==> src/rtl/snake_pkg.sv <==
// Shared types for the snakes game: FSM states, heading and key codes, and
// the reverse-direction helper used by the direction arbiter.
package snake_pkg;

  typedef enum logic [2:0] {
    ST_MENU   = 3'd0,
    ST_CLEAR  = 3'd1,
    ST_PLAY   = 3'd2,
    ST_PAUSED = 3'd3,
    ST_DYING  = 3'd4,
    ST_OVER   = 3'd5
  } state_e;

  localparam logic [1:0] HD_UP    = 2'b00;
  localparam logic [1:0] HD_LEFT  = 2'b01;
  localparam logic [1:0] HD_DOWN  = 2'b10;
  localparam logic [1:0] HD_RIGHT = 2'b11;

  localparam logic [4:0] KEY_UP    = 5'b00010;
  localparam logic [4:0] KEY_LEFT  = 5'b00100;
  localparam logic [4:0] KEY_DOWN  = 5'b01000;
  localparam logic [4:0] KEY_RIGHT = 5'b10000;

  // Heading codes are laid out so that the reverse differs only in the MSB.
  function automatic logic [1:0] opposite(input logic [1:0] hd);
    return hd ^ 2'b10;
  endfunction

endpackage

==> src/rtl/snake_step_timer.sv <==
// Frame divider plus frame-per-step counter. Freezing `run` holds every bit
// of phase, including a frame tick that has fired but not yet been counted.
module snake_step_timer
  import snake_pkg::*;
#(
  parameter int TICK_DIV        = 840000,
  parameter int FRAMES_PER_STEP = 3
) (
  input  logic clk,
  input  logic resetn,
  input  logic run,
  input  logic clear,
  input  logic tick,
  output logic frame_tick,
  output logic step
);

  localparam int CW = $clog2(TICK_DIV + 1);
  localparam int SW = $clog2(FRAMES_PER_STEP + 1);
  localparam logic [CW-1:0] DIV_MAX  = CW'(TICK_DIV - 1);
  localparam logic [SW-1:0] STEP_MAX = SW'(FRAMES_PER_STEP - 1);

  logic [CW-1:0] div_cnt_r;
  logic [SW-1:0] step_cnt_r;
  logic          frame_tick_r;
  logic          advance_s;

  // `tick` gates step counting so frame ticks can still drive the death flash.
  assign advance_s  = run & tick & frame_tick_r;
  assign frame_tick = frame_tick_r;
  assign step       = advance_s & (step_cnt_r == STEP_MAX);

  // Frame divider: count down, fire one tick at zero, reload.
  always_ff @(posedge clk or negedge resetn) begin
    if (!resetn) begin
      div_cnt_r    <= DIV_MAX;
      frame_tick_r <= 1'b0;
    end else if (clear) begin
      div_cnt_r    <= DIV_MAX;
      frame_tick_r <= 1'b0;
    end else if (run) begin
      frame_tick_r <= (div_cnt_r == CW'(0));
      div_cnt_r    <= (div_cnt_r == CW'(0)) ? DIV_MAX : div_cnt_r - CW'(1);
    end
  end

  // Step counter: frame ticks modulo FRAMES_PER_STEP.
  always_ff @(posedge clk or negedge resetn) begin
    if (!resetn) begin
      step_cnt_r <= SW'(0);
    end else if (clear) begin
      step_cnt_r <= SW'(0);
    end else if (advance_s) begin
      step_cnt_r <= (step_cnt_r == STEP_MAX) ? SW'(0) : step_cnt_r + SW'(1);
    end
  end

endmodule

==> src/rtl/snake_game_ctrl.sv <==
// Game sequencing for the snakes design: top FSM, direction arbitration and
// size/score bookkeeping around the snake step timer. All outputs registered.
module snake_game_ctrl
  import snake_pkg::*;
#(
  parameter int TICK_DIV        = 840000,
  parameter int FRAMES_PER_STEP = 3,
  parameter int MAX_LEN         = 640,
  parameter int INIT_LEN        = 1,
  parameter int GROW            = 5,
  parameter int FLASH_FRAMES    = 30
) (
  input  logic       clk,
  input  logic       resetn,
  input  logic       start,
  input  logic       pause,
  input  logic [4:0] direction,
  input  logic       eat,
  input  logic       hit,
  output logic       inmenu,
  output logic       ingame,
  output logic       clr_we,
  output logic [9:0] clr_addr,
  output logic       step,
  output logic [1:0] heading,
  output logic [9:0] size,
  output logic [9:0] score,
  output logic       apple_respawn,
  output logic       flash,
  output logic       game_over
);

  localparam int FW = $clog2(FLASH_FRAMES + 1);
  localparam logic [9:0]    LEN_MAX    = 10'(MAX_LEN);
  localparam logic [9:0]    LEN_INIT   = 10'(INIT_LEN);
  localparam logic [10:0]   GROW_W     = 11'(GROW);
  localparam logic [9:0]    SCORE_MAX  = 10'd1023;
  localparam logic [FW-1:0] FLASH_LAST = FW'(FLASH_FRAMES - 1);

  state_e        state_r, state_n;
  logic [9:0]    clr_addr_r, size_r, score_r;
  logic [1:0]    heading_r, pend_dir_r, key_dir_s;
  logic          pend_vld_r, key_vld_s;
  logic [FW-1:0] flash_cnt_r;
  logic          flash_r, step_r, respawn_r, inmenu_r, ingame_r, clr_we_r, game_over_r;
  logic          flash_n, inmenu_n, ingame_n, clr_we_n, game_over_n;
  logic          frame_tick_s, step_s, timer_run_s, timer_clr_s, timer_tick_s;
  logic          eat_ok_s, dying_tick_s, new_game_s, steer_s;
  logic [10:0]   size_sum_s;

  assign timer_run_s  = (state_r == ST_PLAY) || (state_r == ST_DYING);
  assign timer_tick_s = (state_r == ST_PLAY);
  assign timer_clr_s  = (state_r == ST_CLEAR);

  snake_step_timer #(
    .TICK_DIV        (TICK_DIV),
    .FRAMES_PER_STEP (FRAMES_PER_STEP)
  ) u_timer (
    .clk        (clk),
    .resetn     (resetn),
    .run        (timer_run_s),
    .clear      (timer_clr_s),
    .tick       (timer_tick_s),
    .frame_tick (frame_tick_s),
    .step       (step_s)
  );

  assign eat_ok_s     = (state_r == ST_PLAY) && eat && !hit;
  assign dying_tick_s = (state_r == ST_DYING) && frame_tick_s;
  assign new_game_s   = (state_r == ST_MENU) && start;
  assign steer_s      = (state_r == ST_PLAY) || (state_r == ST_PAUSED);
  assign size_sum_s   = {1'b0, size_r} + GROW_W;

  // Key-code decode; anything other than the four codes is no request.
  always_comb begin
    key_vld_s = 1'b1;
    key_dir_s = HD_UP;
    case (direction)
      KEY_UP:    key_dir_s = HD_UP;
      KEY_LEFT:  key_dir_s = HD_LEFT;
      KEY_DOWN:  key_dir_s = HD_DOWN;
      KEY_RIGHT: key_dir_s = HD_RIGHT;
      default:   key_vld_s = 1'b0;
    endcase
  end

  // Next-state logic and next values of the registered mode outputs.
  always_comb begin
    state_n = state_r;
    case (state_r)
      ST_MENU:   if (start) state_n = ST_CLEAR; else state_n = ST_MENU;
      ST_CLEAR:  if (clr_addr_r == LEN_MAX) state_n = ST_PLAY; else state_n = ST_CLEAR;
      ST_PLAY: begin
        if (hit)        state_n = ST_DYING;
        else if (pause) state_n = ST_PAUSED;
        else            state_n = ST_PLAY;
      end
      ST_PAUSED: if (pause) state_n = ST_PLAY; else state_n = ST_PAUSED;
      ST_DYING: begin
        if (dying_tick_s && (flash_cnt_r == FLASH_LAST)) state_n = ST_OVER;
        else                                             state_n = ST_DYING;
      end
      ST_OVER:   if (start) state_n = ST_MENU; else state_n = ST_OVER;
      default:   state_n = ST_MENU;
    endcase
    inmenu_n    = (state_n == ST_MENU);
    ingame_n    = (state_n == ST_PLAY) || (state_n == ST_PAUSED) ||
                  (state_n == ST_DYING) || (state_n == ST_OVER);
    clr_we_n    = (state_n == ST_CLEAR);
    game_over_n = (state_n == ST_OVER);
    if (state_n == ST_OVER)                                flash_n = 1'b1;
    else if ((state_n == ST_DYING) && (state_r == ST_DYING)) flash_n = flash_r ^ dying_tick_s;
    else                                                   flash_n = 1'b0;
  end

  // FSM state register.
  always_ff @(posedge clk or negedge resetn) begin
    if (!resetn) state_r <= ST_MENU;
    else         state_r <= state_n;
  end

  // Registered mode, strobe and flash outputs.
  always_ff @(posedge clk or negedge resetn) begin
    if (!resetn) begin
      inmenu_r    <= 1'b1;
      ingame_r    <= 1'b0;
      clr_we_r    <= 1'b0;
      game_over_r <= 1'b0;
      flash_r     <= 1'b0;
      step_r      <= 1'b0;
      respawn_r   <= 1'b0;
      clr_addr_r  <= 10'd0;
      flash_cnt_r <= FW'(0);
    end else begin
      inmenu_r    <= inmenu_n;
      ingame_r    <= ingame_n;
      clr_we_r    <= clr_we_n;
      game_over_r <= game_over_n;
      flash_r     <= flash_n;
      step_r      <= step_s;
      respawn_r   <= eat_ok_s;
      if (state_n == ST_CLEAR) clr_addr_r <= (state_r == ST_CLEAR) ? clr_addr_r + 10'd1 : 10'd1;
      else                     clr_addr_r <= 10'd0;
      if (state_r != ST_DYING) flash_cnt_r <= FW'(0);
      else if (dying_tick_s)   flash_cnt_r <= flash_cnt_r + FW'(1);
    end
  end

  // Game bookkeeping: new-game load, growth/score, pending direction, heading.
  always_ff @(posedge clk or negedge resetn) begin
    if (!resetn) begin
      size_r     <= LEN_INIT;
      score_r    <= 10'd0;
      heading_r  <= HD_RIGHT;
      pend_vld_r <= 1'b0;
      pend_dir_r <= HD_UP;
    end else if (new_game_s) begin
      size_r     <= LEN_INIT;
      score_r    <= 10'd0;
      heading_r  <= HD_RIGHT;
      pend_vld_r <= 1'b0;
      pend_dir_r <= HD_UP;
    end else begin
      if (eat_ok_s) begin
        size_r  <= (size_sum_s > {1'b0, LEN_MAX}) ? LEN_MAX : size_sum_s[9:0];
        score_r <= (score_r == SCORE_MAX) ? score_r : score_r + 10'd1;
      end
      // A request arriving on a step edge survives for the following step.
      if (steer_s && key_vld_s) begin
        pend_vld_r <= 1'b1;
        pend_dir_r <= key_dir_s;
      end else if (step_s) begin
        pend_vld_r <= 1'b0;
      end
      if (step_s && pend_vld_r && (pend_dir_r != opposite(heading_r))) heading_r <= pend_dir_r;
    end
  end

  assign inmenu        = inmenu_r;
  assign ingame        = ingame_r;
  assign clr_we        = clr_we_r;
  assign clr_addr      = clr_addr_r;
  assign step          = step_r;
  assign heading       = heading_r;
  assign size          = size_r;
  assign score         = score_r;
  assign apple_respawn = respawn_r;
  assign flash         = flash_r;
  assign game_over     = game_over_r;

endmodule

==> config.mk <==
export PLATFORM = sky130hd
export DESIGN_NAME = snake_game_ctrl
export DESIGN_NICKNAME = d
export VERILOG_FILES = /design/src/rtl/snake_pkg.sv /design/src/rtl/snake_step_timer.sv /design/src/rtl/snake_game_ctrl.sv
export SDC_FILE = /design/constraint.sdc
export NUM_CORES = 1
export LEC_CHECK = 0
export ABC_CLOCK_PERIOD_IN_PS = 2900
export CORE_MARGIN = 3
export CORE_UTILIZATION = 40
export CTS_CLUSTER_SIZE = 24
export DETAILED_ROUTE_END_ITERATION = 10
export GPL_TIMING_DRIVEN = 0
export PLACE_DENSITY = 0.71
export RECOVER_POWER = 25
export SKIP_CTS_REPAIR_TIMING = 1
export SLEW_MARGIN = 20
export SYNTH_ARGS = -nofsm -noshare
export SYNTH_HDL_FRONTEND = slang
export SYNTH_SLANG_ARGS = --single-unit
==> constraint.sdc <==
create_clock -name clk -period 2.9 [get_ports clk]
set_input_delay 0.58 -clock clk [delete_from_list [all_inputs] [get_ports clk]]
set_output_delay 0.58 -clock clk [all_outputs]
set_load 0.02 [all_outputs]
After elaboration in Yosys (flattened, before gate mapping)
Index checks and enable logic that the tools add are counted.
{ "op_classes": {"n_addsub": 6, "n_mul": 0, "div": 0, "n_lt_le_gt_ge": 1, "n_eq_ne": 21, "shift": 0, "n_mux": 37, "n_bitwise": 5, "n_reduce_logical": 27} }
{ "op_table": {"columns": ["cell", "count"], "rows": [
  ["$mux 10", 8],
  ["$mux 20", 3],
  ["$add 10x1->10 const B", 2],
  ["$eq 10x10->1 const B", 2],
  ["$logic_not 20->1", 1],
  ["$sub 20x1->20 const B", 1],
  ["$pmux 3 s6", 1],
  ["$mux 2", 8],
  ["$eq 3x2->1 const B", 4],
  ["$eq 3x3->1 const B", 4],
  ["$mux 1", 12],
  ["$reduce_bool 2->1", 6],
  ["$add 10x3->11 const B", 1],
  ["$gt 11x10->1 const B", 1],
  ["$eq 5x5->1 const B", 2],
  ["$mux 5", 2],
  ["$logic_and 1x1->1", 9],
  ["$eq 3x1->1 const B", 2],
  ["$logic_not 3->1", 2],
  ["$mux 3", 2],
  ["$pmux 2 s3", 1],
  ["$add 5x1->5 const B", 1],
  ["$eq 5x2->1 const B", 1],
  ["$eq 5x3->1 const B", 1],
  ["other kinds (14)", 20]
]} }
{ "word_totals": {"register_bits": 73, "latch_bits": 0, "mem_bits_rw": 0, "romBits": 0, "in_bits": 11, "output_inout_bits": 39, "word_cells": 115, "memories": 0} }

Longest topological paths before layout
Gate-level depths: netlist of the first run.
{ "logic_depth": {"depth_word": 9, "depth_mapped": 8, "mapped_depth_nobuf": 7} }

Modules after synthesis
From an unflattened synthesis of the first run, not the netlist that was laid out.
{ "unflattened": {"cells_unflattened": 402, "area_unflattened_um2": 3885.0} }
{ "by_module_without_submodules": {"columns": ["mod", "n_inst", "cells_per_inst", "area_each_um2", "seq_area_each_um2"], "rows": [
  ["snake_game_ctrl", 1, 264, 2596.2, 1256.2],
  ["snake_step_timer", 1, 138, 1288.7, 590.6]
]} }

Worst setup path before layout of the first run
No wires, ideal clock.
{ "synth_path": {"kind": "flip-flop to flip-flop", "start": "reg size_r[3], in the netlist size[3]", "end": "reg size_r[2], in the netlist size[2]", "setup_ns": 0.128, "arrival_ns": 1.972, "required_time_ns": 2.772, "path_slack_ns": 0.799, "path_stages_with_launch": 9, "n_path_buf": 2, "period_less_slack_ns": 2.101, "path_cell_list": "dfrtp_1 > clkbuf_1 > nand4_1 > or3_1 > a32o_1 > a21o_1 > buf_2 > a31oi_1 > o22ai_1"} }
{ "synth_via": {"elab_chain_cells": 5} }
{ "synth_rtl": {"columns": ["item", "line", "source"], "rows": [
  ["start: declaration", "snake_game_ctrl.sv:41", "logic [9:0] clr_addr_r, size_r, score_r;"],
  ["start signal: assignment", "snake_game_ctrl.sv:165", "size_r <= (size_sum_s > {1'b0, LEN_MAX}) ? LEN_MAX : size_sum_s[9:0];"],
  ["$add 10x3->11", "snake_game_ctrl.sv:72", "assign size_sum_s = {1'b0, size_r} + GROW_W;"],
  ["$gt 11x10->1", "snake_game_ctrl.sv:165", null],
  ["$mux 10", "snake_game_ctrl.sv:165", null],
  ["$mux 10", "snake_game_ctrl.sv:164", "if (eat_ok_s) begin"],
  ["$mux 10", "snake_game_ctrl.sv:157", "end else if (new_game_s) begin"]
]} }
No other way between the ends. The select of a mux whose other input is x is not followed.
A chain may end at the register's enable or synchronous reset.

Worst setup path after layout of the first run
{ "layout_path": {"start": "reg u_timer.div_cnt_r[9]", "end": "reg u_timer.div_cnt_r[16]"} }
{ "layout_via": {"elab_chain_cells": 4, "elab_cells_between_ends": 5, "classes_between": "1 x add/sub; 3 x mux; 1 x reduce/logical"} }
{ "layout_rtl": {"columns": ["item", "line", "source"], "rows": [
  ["start: declaration", "snake_step_timer.sv:23", "logic [CW-1:0] div_cnt_r;"],
  ["start signal: assignment", "snake_step_timer.sv:43", "div_cnt_r <= (div_cnt_r == CW'(0)) ? DIV_MAX : div_cnt_r - CW'(1);"],
  ["$sub 20x1->20 or $logic_not 20->1 (tied branches)", "snake_step_timer.sv:43", null],
  ["$mux 20 *", "snake_step_timer.sv:43", null],
  ["$mux 20 *", "snake_step_timer.sv:41", "end else if (run) begin"],
  ["$mux 20 *", "snake_step_timer.sv:38", "end else if (clear) begin"]
]} }
Every way passes the cells marked *; elsewhere a longest branch is shown, timed or not. The select of a mux whose other input is x is not followed.

==> metrics.cfg, run 1 <==
[yosys]
ys_warn_count = 0
synth_ff_type = dfrtp_1
synthCells = 408
synthDistinctLibCells = 49
syn-num-nets = 427
synth.top_cell.area_share = 0.373
ys_ff_latch = 73
syn_area_per_cell_um2 = 9.38
yosysTopAreaCell = dfrtp_1
synth_edf_count = 0
synth_top_cells_by_area = dfrtp_1, dfstp_2, xor2_1
synthArstFlopShare = 1.00
synth-seq-area-share = 0.483
yosys-top-cells-count = dfrtp_1, nor2_1, nand2_1, xor2_1, nand3_1
synthMostInstantiatedCell = dfrtp_1
syn_area_um2 = 3830

[die]
dieHeight_um = 104
rows = 35
pin_count = 50
initial_utilization = 0.412
die_area_um2 = 10800
core_area_um2 = 9280
fp.dieW_um = 104

[worst_setup_path]
critical_path_class = reg2reg
reg2reg_to = u_timer.div_cnt_r[16]
rr_startpoint = u_timer.div_cnt_r[9]
r2r_setup_slack_ps = 530
slowest_delay_ps = 630
worstPathArrival_ps = 2590
required_ps = 3110
worst_setup_path_start_kind = flop
path_cells = or4_4 -> nor4_4 -> nand4_4 -> o311ai_2 -> nor2_1
slowest_stage = o311ai_2
critical_path.max_fanout = 8
reg2reg_depth = 5
end_kind = flop

[outcome]
status = finished, violations left
violations = capacitance limit, slew limit

[layout]
multi_input_area_um2 = 1860
flow.area_growth_from_synthesis_pct = 22.1
final_area_um2 = 4670
antenna_cells = 0
layoutNonFillerInstCount = 603
n_fill_cell = 917
seq_area_um2 = 1850
finalNetCount = 488
layout-drive-gt1-share = 0.0970

[clock_tree]
cts_tree = done
cts_inserted_buffers = 9
cts.clk_slew.worst_paths_ps = 80
clock_sinks = 73
clock_path_buffers = 2
clk_latency_ps = 360
clock_tree.root_cell = clkbuf_8
h-tree-depth = 3

[routing]
drc = 0
antenna_left = 0
avgViaCountPerCell = 5.18
dr.first_iter.drc_count = 142
dr.pass1.iters = 4
wire_per_inst_um = 13.7
drt_wl_total_mm = 8.25
vias = 3124

[timing]
rsz0062_at_grt = false
finalClockSkew_ps = 14.9
worst_slew_pin_slew_ps = 1930
fmax_mhz = 421
finalHoldViolations = 0
drv_slew = 35
setup_viol = 0
maxSlewHeadroom = -0.285
setup_tns_ps = 0
finalCritPeriodShare = 0.819
whs_ps = 514
period_needed_ps = 2370

[placement]
dp_hpwl_mm = 6.06
dp.cells = 587
gp_congestion = 0.823
portBuffers = 49
dpl-instance-area_um2 = 4500

[power_and_ir_drop]
p_switching_uw = 715
switching_share = 0.308
p_total_mw = 2.32
share_comb_of_total_power = 0.186
vdd_drop_max_mv = 0.282
power.density_nw_per_um2 = 496
power_frac_seq = 0.497
p_int_mw = 1.60
p_leak_nw = 1.92
clkPwrFrac = 0.317

[global_routing]
grtUsageTotal = 0.160
grt_pass1_wl_mm = 14.5
grt_overflow = 0
first_global_vias = 3080
antenna_found_initial = 0
grt_max_degree = 40

[min_path]
hold_depth = 2
hp-class = reg2reg
hold_end = heading[1]
worstHoldStart = pend_dir_r[1]

[run]
maxCapViolCount = 1

==> power by group through the flow <==
stage / combinational [mW] / clock, mW / sequential [mW]
final: 0.431 / 0.736 / 1.15
after global routing: 0.479 / 0.795 / 1.16
after CTS: 0.438 / 0.752 / 1.15
after detailed placement: 0.436 / 0 / 1.17
after global placement: 0.425 / 0 / 1.17
after floorplan: 0.187 / 0 / 1.22
==> per-stage QoR <==
stage | utilization | setup WS (ps)
final | 0.503 | 525
after global routing | 0.503 | 337
after CTS | 0.504 | 513
after detailed placement | 0.484 | 242
after global placement | 0.482 | -1250
after floorplan | - | 799
==> critical path: cells and delay by family (launching register included) <==
| family | cells | cell delay [ps] |
|---|---|---|
| AO/OA/AOI/OAI | 1 | 630 |
| AND/OR/NAND/NOR | 4 | 1210 |
| flip-flops | 1 | 400 |
==> cells by family after synthesis <==
family	after synthesis	synth area share
flops	73	0.483
simple gates	187	0.239
fa+ha+maj	8	0.0262
compound gates	60	0.104
mux	6	0.0157
xor+xnor	44	0.101
buf+inv	30	0.0324
==> layout make-up <==
type | instances | share of cell area
Multi-Input combinational cell | 305 | 0.397
Timing Repair Buffer | 50 | 0.108
Inverter | 17 | 0.0137
Clock inverter | 5 | 0.00803
Clock buffer | 11 | 0.0303
Buffer | 13 | 0.0129
Tap cell | 129 | 0.0345
Sequential cell | 73 | 0.395
==> layout by cell type (no fill, tap or decap), drive strengths merged, types with 6 or more instances in the layout <==
cell            n
a21oi          12
clkbuf         21
clkdlybuf4s50  48
dfrtp          57
dfstp          16
ha              8
inv            19
mux2i           6
nand2          52
nand3          26
nand4          10
nor2           56
nor3           11
nor4            7
o21ai          21
xnor2          18
xor2           26
==> flip-flops by register name (all words and copies together), names as in the netlist <==
register,cells
pend_vld_r,1
flash,1
size,10
u_timer.div_cnt_r,20
flash_cnt_r,5
clr_addr,10
clr_we,1
score,10
game_over,1
apple_respawn,1
inmenu,1
heading,2
u_timer.frame_tick,1
step,1
state_r,3
pend_dir_r,2
ingame,1
u_timer.step_cnt_r,2
==> worst max path at each step <==
stage / cells after the start / startpoint / slack, ps / end
floorplan: 8 / size[3] / 800 / size[2]
global placement: 1 / resetn / -1250 / clr_addr[7]
detailed placement: 8 / hit / 240 / score[8]
CTS: 5 / u_timer.div_cnt_r[9] / 510 / u_timer.div_cnt_r[16]
global route: 5 / u_timer.div_cnt_r[9] / 340 / u_timer.div_cnt_r[10]
finish: 5 / u_timer.div_cnt_r[9] / 530 / u_timer.div_cnt_r[16]
==> routing by layer <==
layer	routed length, um	part of all wire	GRT usage	vias up
met3	277	0.034	0.0349	6
met5	0	0	0	-
met1	3720	0.45	0.208	1520
met2	4180	0.51	0.270	56
li1	-	-	-	1542
met4	79	0.0096	0.0427	0
Note: power is estimated with default switching activity, not from simulation.
==> inputs of run 2 (changes only) <==
- ABC_CLOCK_PERIOD_IN_PS: 2900 -> 1950
- PLACE_DENSITY: 0.71 -> 0.73
- clock period: 2.9 -> 1.95 ns (I/O delays scaled with it)
==> metrics.cfg, run 2 (synthesis results as in run 1) <==
[routing]
dr.pass1.iters = 5
avgViaCountPerCell = 5.26
dr.first_iter.drc_count = 173
vias = 3239
antenna_left = 0
drt_wl_total_mm = 8.76
wire_per_inst_um = 14.2
drc = 0

[worst_setup_path]
worst_setup_path_start_kind = flop
reg2reg_depth = 7
critical_path.max_fanout = 8
end_kind = flop
reg2reg_to = u_timer.div_cnt_r[16]
worstPathArrival_ps = 2460
critical_path_class = reg2reg
required_ps = 2190
r2r_setup_slack_ps = -270
rr_startpoint = u_timer.div_cnt_r[9]

[placement]
preCtsSetupSlack_ps = -488
dp.cells = 587
dp_hpwl_mm = 5.79
portBuffers = 49
gp_congestion = 0.859

[die]
rows = 35
pin_count = 50
die_area_um2 = 10800
fp.dieW_um = 104
initial_utilization = 0.412
core_area_um2 = 9280
dieHeight_um = 104

[global_routing]
grt_pass1_wl_mm = 13.9
grt_max_degree = 40
antenna_found_initial = 0
grt_overflow = 0
first_global_vias = 3069
grtUsageTotal = 0.154

[layout]
antenna_cells = 0
fin_util = 0.556
mostFrequentLayoutCell = dfrtp_1
layoutNonFillerInstCount = 616
largest_reg_flops = 20
top_register = u_timer.div_cnt_r
finalNetCount = 501
layout-drive-gt1-share = 0.220
flow.area_growth_from_synthesis_pct = 35.0
n_fill_cell = 801
layout_common_cells = dfrtp_1, nor2_1, clkdlybuf4s50_1

[timing]
worst_slew_pin_slew_ps = 962
fmax_mhz = 451
worst_slack_ps = -269
rsz0062_at_grt = true
setup_viol = 28
finalHoldViolations = 0
period_needed_ps = 2220
setup_tns_ps = -5140
finalCritPeriodShare = 1.14
drv_slew = 0
finalClockSkew_ps = 7.54
maxSlewHeadroom = 0.359

[outcome]
violations = setup timing
status = finished, violations left

[power_and_ir_drop]
vdd_drop_max_mv = 0.379
p_leak_nw = 2.12
power.density_nw_per_um2 = 730
p_total_mw = 3.77

[clock_tree]
cts.clk_slew.worst_paths_ps = 80
h-tree-depth = 3
cts_tree = done
cts_inserted_buffers = 9
clock_sinks = 73
clock_tree.root_cell = clkbuf_8
clk_latency_ps = 350
clock_path_buffers = 2

[run]
maxCapViolCount = 0

[min_path]
hp-class = in2async

==> run 2: cell count changes in the layout (fill, tap and decap cells not counted), sizes merged <==
cell,before,now
clkdlybuf4s50,48,46
bufinv,0,2
clkinv,1,2
inv,19,18
buf,5,19
dlymetal6s2s,0,2
clkbuf,21,18
==> run 2: layer usage <==
layer,track usage,routed length (um),vias up
li1,-,-,1562
met3,0.0299,548,15
met2,0.253,4230,105
met4,0.0646,168,0
met5,0,0,-
met1,0.200,3810,1557
==> run 2: through the flow <==
step	hold WS, ps	area [um^2]
3_3_place_gp	480	4530
6_report	181	5170
3_5_place_dp	392	4550
5_1_grt	243	5170
2_1_floorplan	94.4	3880
4_1_cts	0.852	4770
==> run 2: worst max-delay path by stage <==
stage / slack [ps] / from / to
2_1_floorplan: -90 / u_timer.div_cnt_r[9] / u_timer.div_cnt_r[10]
3_3_place_gp: -2280 / resetn / size[3]
3_5_place_dp: -490 / u_timer.div_cnt_r[9] / u_timer.div_cnt_r[13]
4_1_cts: -500 / u_timer.div_cnt_r[9] / u_timer.div_cnt_r[13]
5_1_grt: -330 / u_timer.div_cnt_r[9] / u_timer.div_cnt_r[16]
6_report: -270 / u_timer.div_cnt_r[9] / u_timer.div_cnt_r[16]
==> run 2: layout make-up <==
class / instances / area (um^2) / share of cell area
clock buffers: 9 / 124 / 0.0240
plain buffers: 10 / 63.8 / 0.0124
multi-input cells: 305 / 2140 / 0.415
clock inverters: 7 / 93.8 / 0.0182
repair buffers: 66 / 664 / 0.129
well taps: 129 / 161 / 0.0312
inverters: 17 / 63.8 / 0.0124
flip-flops and latches: 73 / 1850 / 0.359
==> run 2: where the power goes <==
part / switching [mW] / leakage [nW] / internal (mW)
combinational: 0.407 / 1.07 / 0.336
clock: 0.585 / 0.106 / 0.720
sequential: 0.121 / 0.938 / 1.60
==> run 2: worst max-delay path, stage by stage, from the launching register on <==
cell and delay, ps:
dfrtp_1 390, or4_4 580, nor4_4 260, nand4_4 210, or2_4 320, o311ai_4 90
buf_12 200, nor2_1 60
==> inputs of run 3 (changes only) <==
- HOLD_SLACK_MARGIN: unset -> 0.15
==> metrics.cfg, run 3 (synthesis results as in run 1) <==
[global_routing]
use_met2 = 0.253
first_global_vias = 3069
antenna_found_initial = 0
busiest_layer = met2
met3_usage = 0.0299
gr-usage-met1 = 0.200
grt_pass1_wl_mm = 13.9
grt_max_degree = 40
grtUsageTotal = 0.154
grt_overflow = 0

[power_and_ir_drop]
power.density_nw_per_um2 = 730
vdd_drop_max_mv = 0.378
p_total_mw = 3.78
p_leak_nw = 2.12

[worst_setup_path]
slowest_delay_ps = 580
worst_setup_path_start_kind = flop
slowest_stage = or4_4
end_kind = flop
required_ps = 2190
critical_path.max_fanout = 8
critical_path_class = reg2reg
path_cells = or4_4 -> nor4_4 -> nand4_4 -> or2_4 -> o311ai_4 -> buf_12 -> nor2_1
worstPathArrival_ps = 2460

[timing]
whs_ps = 505
worst_slew_pin_slew_ps = 962
worst_slack_ps = -270
finalCritPeriodShare = 1.14
finalHoldViolations = 0
rsz0062_at_grt = true
drv_slew = 0
period_needed_ps = 2220
setup_tns_ps = -5130
setup_viol = 28
finalClockSkew_ps = 7.62
maxSlewHeadroom = 0.359
fmax_mhz = 450

[run]
maxCapViolCount = 0

[routing]
avgViaCountPerCell = 5.31
drc = 0
antenna_left = 0
drt_wl_total_mm = 8.79
dr.pass1.iters = 4
vias = 3277
dr.first_iter.drc_count = 153
wire_per_inst_um = 14.2

[layout]
n_fill_cell = 800
flow.area_growth_from_synthesis_pct = 35.2
layout_common_cells = dfrtp_1, nor2_1, clkdlybuf4s50_1
largest_reg_flops = 20
layout-drive-gt1-share = 0.219
mostFrequentLayoutCell = dfrtp_1
finalNetCount = 502
antenna_cells = 0
top_register = u_timer.div_cnt_r

[outcome]
violations = setup timing
status = finished, violations left

[die]
pin_count = 50
core_area_um2 = 9280
dieHeight_um = 104
rows = 35
die_area_um2 = 10800
fp.dieW_um = 104
initial_utilization = 0.412

[clock_tree]
clk_latency_ps = 350
cts_tree = done
cts.clk_slew.worst_paths_ps = 80
h-tree-depth = 3
clock_tree.root_cell = clkbuf_8
cts_inserted_buffers = 9
clock_path_buffers = 2
clock_sinks = 73

[placement]
dp_hpwl_mm = 5.79
gp_congestion = 0.859
portBuffers = 49

[min_path]
hp-class = reg2reg

[run 3: changes by cell type in the layout (fill, tap and decap cells not counted), sizes merged]
cell         change
dlygate4sd3      +1
[run 3: report_power, final]
part	leakage, nW	internal, mW	switching (mW)
clock network	0.106	0.720	0.587
logic	1.08	0.337	0.407
registers	0.938	1.60	0.121
[run 3: cell type report]
type / count / area [um^2] / share of cell area
Buffer: 10 / 63.8 / 0.0123
Inverter: 17 / 63.8 / 0.0123
Timing Repair Buffer: 67 / 674 / 0.130
Multi-Input combinational cell: 305 / 2140 / 0.414
Clock buffer: 9 / 124 / 0.0239
Sequential cell: 73 / 1850 / 0.358
Tap cell: 129 / 161 / 0.0312
Clock inverter: 7 / 93.8 / 0.0181
[run 3: stage by stage]
stage                     cells   util  area [um^2]  worst slack, ps
after floorplan             408      -         3880            -86.4
after global placement      586  0.488         4530            -2280
after detailed placement    587  0.490         4550             -488
after CTS                   603  0.514         4770             -501
after global routing        617  0.558         5180             -333
final                       617  0.558         5180             -270
[run 3: per-layer routing]
metal | vias to the layer above | routed length [um]
met5 | - | 0
met4 | 0 | 182
met3 | 18 | 485
met2 | 104 | 4210
met1 | 1589 | 3910
li1 | 1566 | -
[run 3: worst paths after layout]
kind | end | startpoint | depth (start not counted) | slack, ps
setup / recovery | u_timer.div_cnt_r[16] | u_timer.div_cnt_r[9] | 7 | -270
hold / removal | heading[1] | pend_dir_r[1] | 2 | 510
setup reg to reg | u_timer.div_cnt_r[16] | u_timer.div_cnt_r[9] | 7 | -270
hold reg to reg | heading[1] | pend_dir_r[1] | 2 | 510
max in group asynchronous | u_timer.div_cnt_r[5] | resetn | 3 | 450
min in group asynchronous | clr_addr[9] | resetn | 2 | 730
[run 3: critical path, delay by kind of cell, from the launching register on]
| kind | cells | cell delay [ps] |
|---|---|---|
| buffers and inverters | 1 | 200 |
| AND/OR/NAND/NOR | 5 | 1420 |
| flip-flops | 1 | 390 |
| AO/OA/AOI/OAI | 1 | 90 |
